[src/rtl/rv32_pkg.sv]
// Shared RV32 writeback types and constants for the register-file write path.
package rv32_pkg;

  localparam int XLEN       = 32;
  localparam int REG_ADDR_W = 5;
  localparam logic [REG_ADDR_W-1:0] REG_ZERO = 5'd0;

  typedef struct packed {
    logic                  valid;
    logic [REG_ADDR_W-1:0] addr;
    logic [XLEN-1:0]       data;
  } wb_req_t;

  // Arbitration state: which requester won the most recent accepted transfer.
  typedef enum logic {
    LAST0 = 1'b0,
    LAST1 = 1'b1
  } last_e;

endpackage

[src/rtl/rr_arbiter2.sv]
// Two-way round-robin arbiter; the last-grant register doubles as the FSM state.
module rr_arbiter2
  import rv32_pkg::*;
(
  input  logic       clk,
  input  logic       rst,
  input  logic       hold,
  input  logic [1:0] req,
  output logic [1:0] gnt,
  output logic       last_grant
);

  last_e state_q, state_d;

  always_ff @(posedge clk or negedge rst) begin
    if (!rst) begin
      state_q <= LAST1;
    end else begin
      // NOTE: sequential state uses non-blocking assignment so every flop samples pre-edge values.
      state_q <= state_d;
    end
  end

  always_comb begin
    // NOTE: defaults first so no path through this block leaves an output unassigned (no latch).
    gnt     = 2'b00;
    state_d = state_q;
    // No grants during stall or while reset is asserted.
    if (!hold && rst) begin
      unique case (req)
        2'b01:   gnt = 2'b01;
        2'b10:   gnt = 2'b10;
        2'b11:   gnt = (state_q == LAST1) ? 2'b01 : 2'b10;
        default: gnt = 2'b00;
      endcase
    end
    if (gnt[0]) begin
      state_d = LAST0;
    end else if (gnt[1]) begin
      state_d = LAST1;
    end
  end

  assign last_grant = (state_q == LAST1);

endmodule

[src/rtl/regfile_wb_arbiter.sv]
// Shares the regfile write port between ALU (req0) and load unit (req1) with one output register stage.
module regfile_wb_arbiter
  import rv32_pkg::*;
#(
  parameter int DATA_WIDTH       = XLEN,
  parameter int ADDR_WIDTH       = REG_ADDR_W,
  parameter bit ZERO_REG_DISCARD = 1'b1
) (
  input  logic                  clk,
  input  logic                  rst,
  input  logic                  hold,
  input  logic                  req0_valid,
  input  logic [ADDR_WIDTH-1:0] req0_addr,
  input  logic [DATA_WIDTH-1:0] req0_data,
  output logic                  req0_ready,
  input  logic                  req1_valid,
  input  logic [ADDR_WIDTH-1:0] req1_addr,
  input  logic [DATA_WIDTH-1:0] req1_data,
  output logic                  req1_ready,
  output logic                  wr_en,
  output logic [ADDR_WIDTH-1:0] wr_addr,
  output logic [DATA_WIDTH-1:0] wr_data,
  output logic                  last_grant
);

  logic [1:0]            gnt;
  logic [ADDR_WIDTH-1:0] sel_addr;
  logic [DATA_WIDTH-1:0] sel_data;
  logic                  discard;

  logic                  wr_en_q,   wr_en_d;
  logic [ADDR_WIDTH-1:0] wr_addr_q, wr_addr_d;
  logic [DATA_WIDTH-1:0] wr_data_q, wr_data_d;

  rr_arbiter2 u_arb (
    .clk        (clk),
    .rst        (rst),
    .hold       (hold),
    .req        ({req1_valid, req0_valid}),
    .gnt        (gnt),
    .last_grant (last_grant)
  );

  assign req0_ready = gnt[0];
  assign req1_ready = gnt[1];

  always_comb begin
    sel_addr  = gnt[1] ? req1_addr : req0_addr;
    sel_data  = gnt[1] ? req1_data : req0_data;
    // x0 writes are accepted upstream but must never reach the regfile.
    discard   = ZERO_REG_DISCARD && (sel_addr == ADDR_WIDTH'(REG_ZERO));
    wr_en_d   = (|gnt) && !discard;
    wr_addr_d = wr_en_d ? sel_addr : wr_addr_q;
    wr_data_d = wr_en_d ? sel_data : wr_data_q;
  end

  always_ff @(posedge clk or negedge rst) begin
    if (!rst) begin
      // NOTE: the payload register is reset too, so forwarding logic never sees X after reset.
      wr_en_q   <= 1'b0;
      wr_addr_q <= '0;
      wr_data_q <= '0;
    end else begin
      wr_en_q   <= wr_en_d;
      wr_addr_q <= wr_addr_d;
      wr_data_q <= wr_data_d;
    end
  end

  assign wr_en   = wr_en_q;
  assign wr_addr = wr_addr_q;
  assign wr_data = wr_data_q;

endmodule

[config.mk]
export PLATFORM = sky130hd
export DESIGN_NAME = regfile_wb_arbiter
export DESIGN_NICKNAME = d
export VERILOG_FILES = /design/src/rtl/rv32_pkg.sv /design/src/rtl/rr_arbiter2.sv /design/src/rtl/regfile_wb_arbiter.sv
export SDC_FILE = /design/constraint.sdc
export NUM_CORES = 1
export LEC_CHECK = 0
export ABC_CLOCK_PERIOD_IN_PS = 4300
export BUFFER_PORTS_ARGS = -buffer_cell sky130_fd_sc_hd__buf_2
export CAP_MARGIN = 20
export CORE_MARGIN = 3
export CORE_UTILIZATION = 47
export CTS_CLUSTER_SIZE = 24
export DETAILED_ROUTE_END_ITERATION = 16
export PLACE_DENSITY = 0.85
export SLEW_MARGIN = 20
export SYNTH_ARGS = -nofsm -noshare
export SYNTH_HDL_FRONTEND = slang
export SYNTH_HIERARCHICAL = 1
export SYNTH_SLANG_ARGS = --single-unit
[constraint.sdc]
create_clock -name clk -period 4.3 [get_ports clk]
set_input_delay 0.215 -clock clk [delete_from_list [all_inputs] [get_ports clk]]
set_output_delay 0.215 -clock clk [all_outputs]
set_load 0.01 [all_outputs]
# After elaboration in Yosys (flattened, before gate mapping)

Cells that the tools add are included.

Output and inout port bits: 41
Bits of input ports: 79
Flip-flop bits (word level): 39

Multiplexer cells: 7
Reduce and logical (&&, ||, !) cells: 7
Equality and inequality tests: 3

Operators by type and width:

| cell                                                                   | number |
|---|---|
| 32-bit two-way mux                                                     | 1 |
| 2-bit case mux with 3 select lines                                     | 1 |
| 5-bit logical NOT                                                      | 1 |
| 5-bit two-way mux                                                      | 1 |
| 2-bit equality test (second input constant)                            | 2 |
| 2-bit two-way mux                                                      | 2 |
| 2-bit by 1-bit equality test with 1-bit output (second input constant) | 1 |
| 1-bit logical AND                                                      | 2 |
| 1-bit logical NOT                                                      | 2 |
| 1-bit two-way mux                                                      | 2 |
| 2-bit nonzero test                                                     | 1 |
| 2-bit OR reduction                                                     | 1 |

# Depth between registers and ports, before layout

Word-level depth: 7
Gate-level depth with buffers: 7
Gate-level depth less buffers: 6

# By module

Netlist, hierarchy kept.

By module, submodules not included:

| module             | area each (sq um) | times used | cells an instance |
|---|---|---|---|
| regfile_wb_arbiter | 1975.6            | 1          | 127 |
| rr_arbiter2        | 75.1              | 1          | 8 |

# Worst setup path before layout

OpenSTA, ideal clock, no wires.

Path type: reg-to-reg
Start: register u_arb.state_q, in the netlist u_arb/last_grant
End: register wr_addr_q[1], in the netlist wr_addr[1]
Arrival: 2.118 ns
Required time: 4.175 ns
Setup slack: 2.056 ns
Stages on the path, launching flop included: 6
Buffers on the path: 2
Cell sequence: dfstp_2 a21oi_1 buf_1 clkbuf_1 mux2_2 mux2_4

Cells in the longest elaborated chain, start to end: 7
Elaborated cells between the ends (all ways): 8
Classes of those cells: mux: 4; reduce/logical: 4

Ends and longest elaborated chain:

| what                                 | RTL line                 | text |
|---|---|---|
| start: declaration                   | rr_arbiter2.sv:13        | `last_e state_q, state_d;` |
| start signal: assignment             | rr_arbiter2.sv:20        | `state_q <= state_d;` |
| 2-bit two-way mux *                  | rr_arbiter2.sv:33        | `2'b11: gnt = (state_q == LAST1) ? 2'b01 : 2'b10;` |
| 2-bit case mux with 3 select lines * | rr_arbiter2.sv:30        | `unique case (req)` |
| 2-bit two-way mux *                  | rr_arbiter2.sv:29        | `if (!hold && rst) begin` |
| named net req1_ready                 | regfile_wb_arbiter.sv:19 | `output logic req1_ready,` |
| 5-bit two-way mux                    | regfile_wb_arbiter.sv:48 | `sel_addr = gnt[1] ? req1_addr : req0_addr;` |
| 5-bit logical NOT                    | regfile_wb_arbiter.sv:51 | `discard = ZERO_REG_DISCARD && (sel_addr == ADDR_WIDTH'(REG_ZERO));` |
| 1-bit logical NOT                    | regfile_wb_arbiter.sv:52 | `wr_en_d = (\|gnt) && !discard;` |
| 1-bit logical AND                    | regfile_wb_arbiter.sv:52 |  |
| end signal: assignment               | regfile_wb_arbiter.sv:65 | `wr_addr_q <= wr_addr_d;` |
| end: declaration                     | regfile_wb_arbiter.sv:32 | `logic [ADDR_WIDTH-1:0] wr_addr_q, wr_addr_d;` |

Mark *: on every way through the listed nets, which the timed path passes. The rest lies on a longest branch.
A chain may end at the register's enable or synchronous reset.

# Worst setup path in the final report

Start: register u_arb.state_q, in the netlist u_arb/last_grant
End: register wr_data_q[28], in the netlist wr_data[28]

Cells in the longest elaborated chain, start to end: 7
Elaborated cells between the ends (all ways): 9
Classes of those cells: mux: 5; reduce/logical: 4

Ends and longest elaborated chain:

| what                                 | RTL line                 | text |
|---|---|---|
| 2-bit two-way mux *                  | rr_arbiter2.sv:33        |  |
| 2-bit case mux with 3 select lines * | rr_arbiter2.sv:30        |  |
| 2-bit two-way mux *                  | rr_arbiter2.sv:29        |  |
| 5-bit two-way mux                    | regfile_wb_arbiter.sv:48 |  |
| 5-bit logical NOT                    | regfile_wb_arbiter.sv:51 |  |
| 1-bit logical NOT                    | regfile_wb_arbiter.sv:52 |  |
| 1-bit logical AND                    | regfile_wb_arbiter.sv:52 |  |
| end signal: assignment               | regfile_wb_arbiter.sv:66 | `wr_data_q <= wr_data_d;` |
| end: declaration                     | regfile_wb_arbiter.sv:33 | `logic [DATA_WIDTH-1:0] wr_data_q, wr_data_d;` |

Every way passes the cells marked *; elsewhere a longest branch is shown, timed or not.

==> flow_metrics.py <==
metrics = {
    "yosys": {
        "muxShareOfSynthArea_pct": 44.1,
        "syn_area_sq_mm": 0.00205,
        "synth_simple_gate_area_share_pct": 2.75,
        "synth_nets": 214,
        "synth-seq-cells": 39,
        "ys_warn_count": 6,
        "synth_top_cell_by_area": "dfrtp_1",
        "synth_cell_types": 21,
        "synth_area_leaders": "dfrtp_1 46%, mux2_2 23%, mux2_4 21%, buf_6 1.6%, dfstp_2 1.3%",
        "avgSynthCellArea_sq_um": 15.2,
        "synth-compound-area-share_pct": 2.81,
        "synth-xor-area-share_pct": 0,
        "synth_top_family_by_area": "multiplexers",
        "synth_cells": 135,
        "seq_area_frac_synth_pct": 47.7,
        "synth.top_cell.area_share_pct": 46.4,
        "synth_fa_ha_area_share_pct": 0,
    },
    "clocking": {
        "htree_levels": 2,
        "cts_made_buffers": 5,
        "clk_pin_slew_ns": 0.07,
        "clock_path_buffers": 2,
        "cts_sinks": 39,
        "cts_root_buf": "clkbuf_8",
        "hold_buffers": 0,
        "post_cts_resized": 0,
        "cts_tree": "yes",
        "clk_latency_ns": 0.28,
        "post_cts_buffers": 0,
    },
    "route": {
        "met3WireLength_microns": 272,
        "first_pass_iters": 2,
        "wl_met2_microns": 2550,
        "drc": 0,
        "vias": 1533,
        "viasPerCell": 4.98,
        "ant_nets": 0,
        "wl_per_cell_microns": 14.9,
        "wl_met1_microns": 1710,
        "top_layer": "met4",
        "wl_microns": 4600,
        "drtIter0Drc": 72,
    },
    "cells_and_area": {
        "drive_above_1_share_pct": 79.1,
        "antenna_cells": 0,
        "fin_nets": 336,
        "final_common_cell": "buf_2",
        "fill_cells": 315,
        "area_delta_synth_final_pct": 37.5,
        "final_cell_mix": "119 x buf_2, 42 x mux2_2, 38 x dfrtp_1, 28 x mux2_4, 6 x clkbuf_8",
    },
    "pwr": {
        "seq_power_share_pct": 42.1,
        "clkPwrFrac_pct": 24.4,
        "p_leak_nw": 1.42,
        "p_int_uw": 904,
        "peakVddDrop_uv": 279,
        "p_comb_share_pct": 33.5,
        "sw_frac_of_total_pct": 27.6,
        "power_density_mw_per_mm2": 443,
        "switchingPower_uw": 345,
        "finalPower_mw": 1.25,
    },
    "sta": {
        "max-slew-margin-rel_pct": 58.1,
        "worstMarginPinSlew_ns": 0.628,
        "skew_ns": 0.00374,
        "hold_violations": 0,
        "fin_crit_sh_pct": 62.6,
        "max_freq_mhz": 372,
        "whs_ns": 0.0627,
        "rsz0062_at_grt": "false",
        "report.final.setup_viol": 0,
        "slew_violations": 0,
        "setup_tns_ns": 0,
        "min_period_ns": 2.69,
    },
    "job": {
        "maxCapViolCount": 0,
    },
    "critical_path": {
        "cp-start-kind": "flop",
        "cp.arrival_ns": 2.85,
        "crit_chain": "a21oi_4 -> buf_4 -> mux2i_1 -> a21oi_4 -> buf_4 -> mux2_2",
        "worst-path-max-fanout": 37,
        "crit_type": "flop to flop",
        "cp.required_ns": 4.46,
        "slowest_stage": "a21oi_4",
        "reg2reg_depth": 6,
        "end_kind": "flop",
        "max_stage_delay_ns": 0.52,
    },
    "grt": {
        "grt_max_degree": 42,
        "grt.overflow.total": 0,
        "antenna_found_initial": 0,
        "grt_pass1_vias": 1648,
        "grt_pass1_wl_microns": 7420,
        "grt.total_usage_pct": 18.2,
    },
    "floorplan": {
        "die_y_microns": 72.1,
        "rows": 23,
        "ioPinCount": 120,
        "dieWidth_microns": 72.1,
        "coreArea_sq_mm": 0.00412,
        "initial_core_util_pct": 49.8,
        "die_area_sq_mm": 0.00519,
    },
    "placement": {
        "io_buffer_count": 119,
        "gp_congestion": 0.887,
        "hpwl_microns": 3620,
    },
    "worst_hold_path": {
        "hp-class": "primary input to async pin",
    },
    "run_status": {
        "status": "completed",
    },
}
## power by group through the flow
stage / Sequential [mW] / Clock (mW) / Combinational, mW
floorplan: 0.580 / 0 / 0.193
global placement: 0.534 / 0 / 0.412
detailed placement: 0.531 / 0 / 0.425
CTS: 0.528 / 0.313 / 0.425
global route: 0.543 / 0.330 / 0.451
finish: 0.526 / 0.305 / 0.418
## cell usage after synthesis, drive strengths merged
cell type and count:
a21o 1, a21oi 3, and4bb 1, buf 4
clkbuf 3, dfrtp 38, dfstp 1, inv 2
mux2 70, mux2i 1, nand2 2, nand3b 2
nor2 1, o21ai 2, o221ai 1, o22ai 1
or4 1, or4b 1
## flip-flops by register name (all words and copies together) (netlist names)
register / cells
wr_en: 1
wr_addr: 5
u_arb/last_grant: 1
wr_data: 32
## logic make-up (layout without fill, tap and decap cells)
group	Yosys count	count (layout)
AO/OA/AOI/OAI	8	8
flip-flops	39	39
AND/OR/NAND/NOR	8	8
multiplexers	71	71
buffers and inverters	9	132
## per-stage QoR
step	worst slack (ns)	util (%)	cell area, sq um	cells
floorplan	2.06	-	2050	135
global placement	1.55	65.6	2700	300
detailed placement	1.44	65.6	2700	300
CTS	1.57	68.5	2820	308
global route	1.44	68.5	2820	308
finish	1.61	68.5	2820	308
## path summary, 6_finish.rpt
check | startpoint | endpoint | slack [ns]
max | u_arb/last_grant | wr_data[28] | 1.61
min | rst | wr_data[6] | 0.06
max reg2reg | u_arb/last_grant | wr_data[28] | 1.61
min reg2reg | wr_data[30] | wr_data[30] | 0.50
max in group asynchronous | rst | u_arb/last_grant | 3.89
min in group clk | req1_addr[0] | wr_addr[0] | 0.17
## critical path, delay by kind of cell (launching register included)
| family | cells | cell delay (ns) |
|---|---|---|
| AOI/OAI and AO/OA | 2 | 0.66 |
| buffers and inverters | 2 | 0.91 |
| DFF | 1 | 0.40 |
| muxes | 2 | 0.59 |
## per-layer routing
layer / GRT usage (%) / vias to the layer above
li1: - / 735
met1: 20.2 / 733
met2: 35.0 / 59
met3: 2.22 / 6
met4: 6.89 / 0
met5: 0 / -
## final cells by class
class                   count  area [sq um]  share of cell area (%)
flip-flops and latches     39           977                    34.7
well taps                  50          62.6                    2.22
clock inverters             2          35.0                    1.24
inverters                   2          7.51                   0.266
repair buffers            122           618                    21.9
multi-input cells          87          1040                    36.8
clock buffers               6          82.6                    2.93
Power figures use the tool's default switching activity.
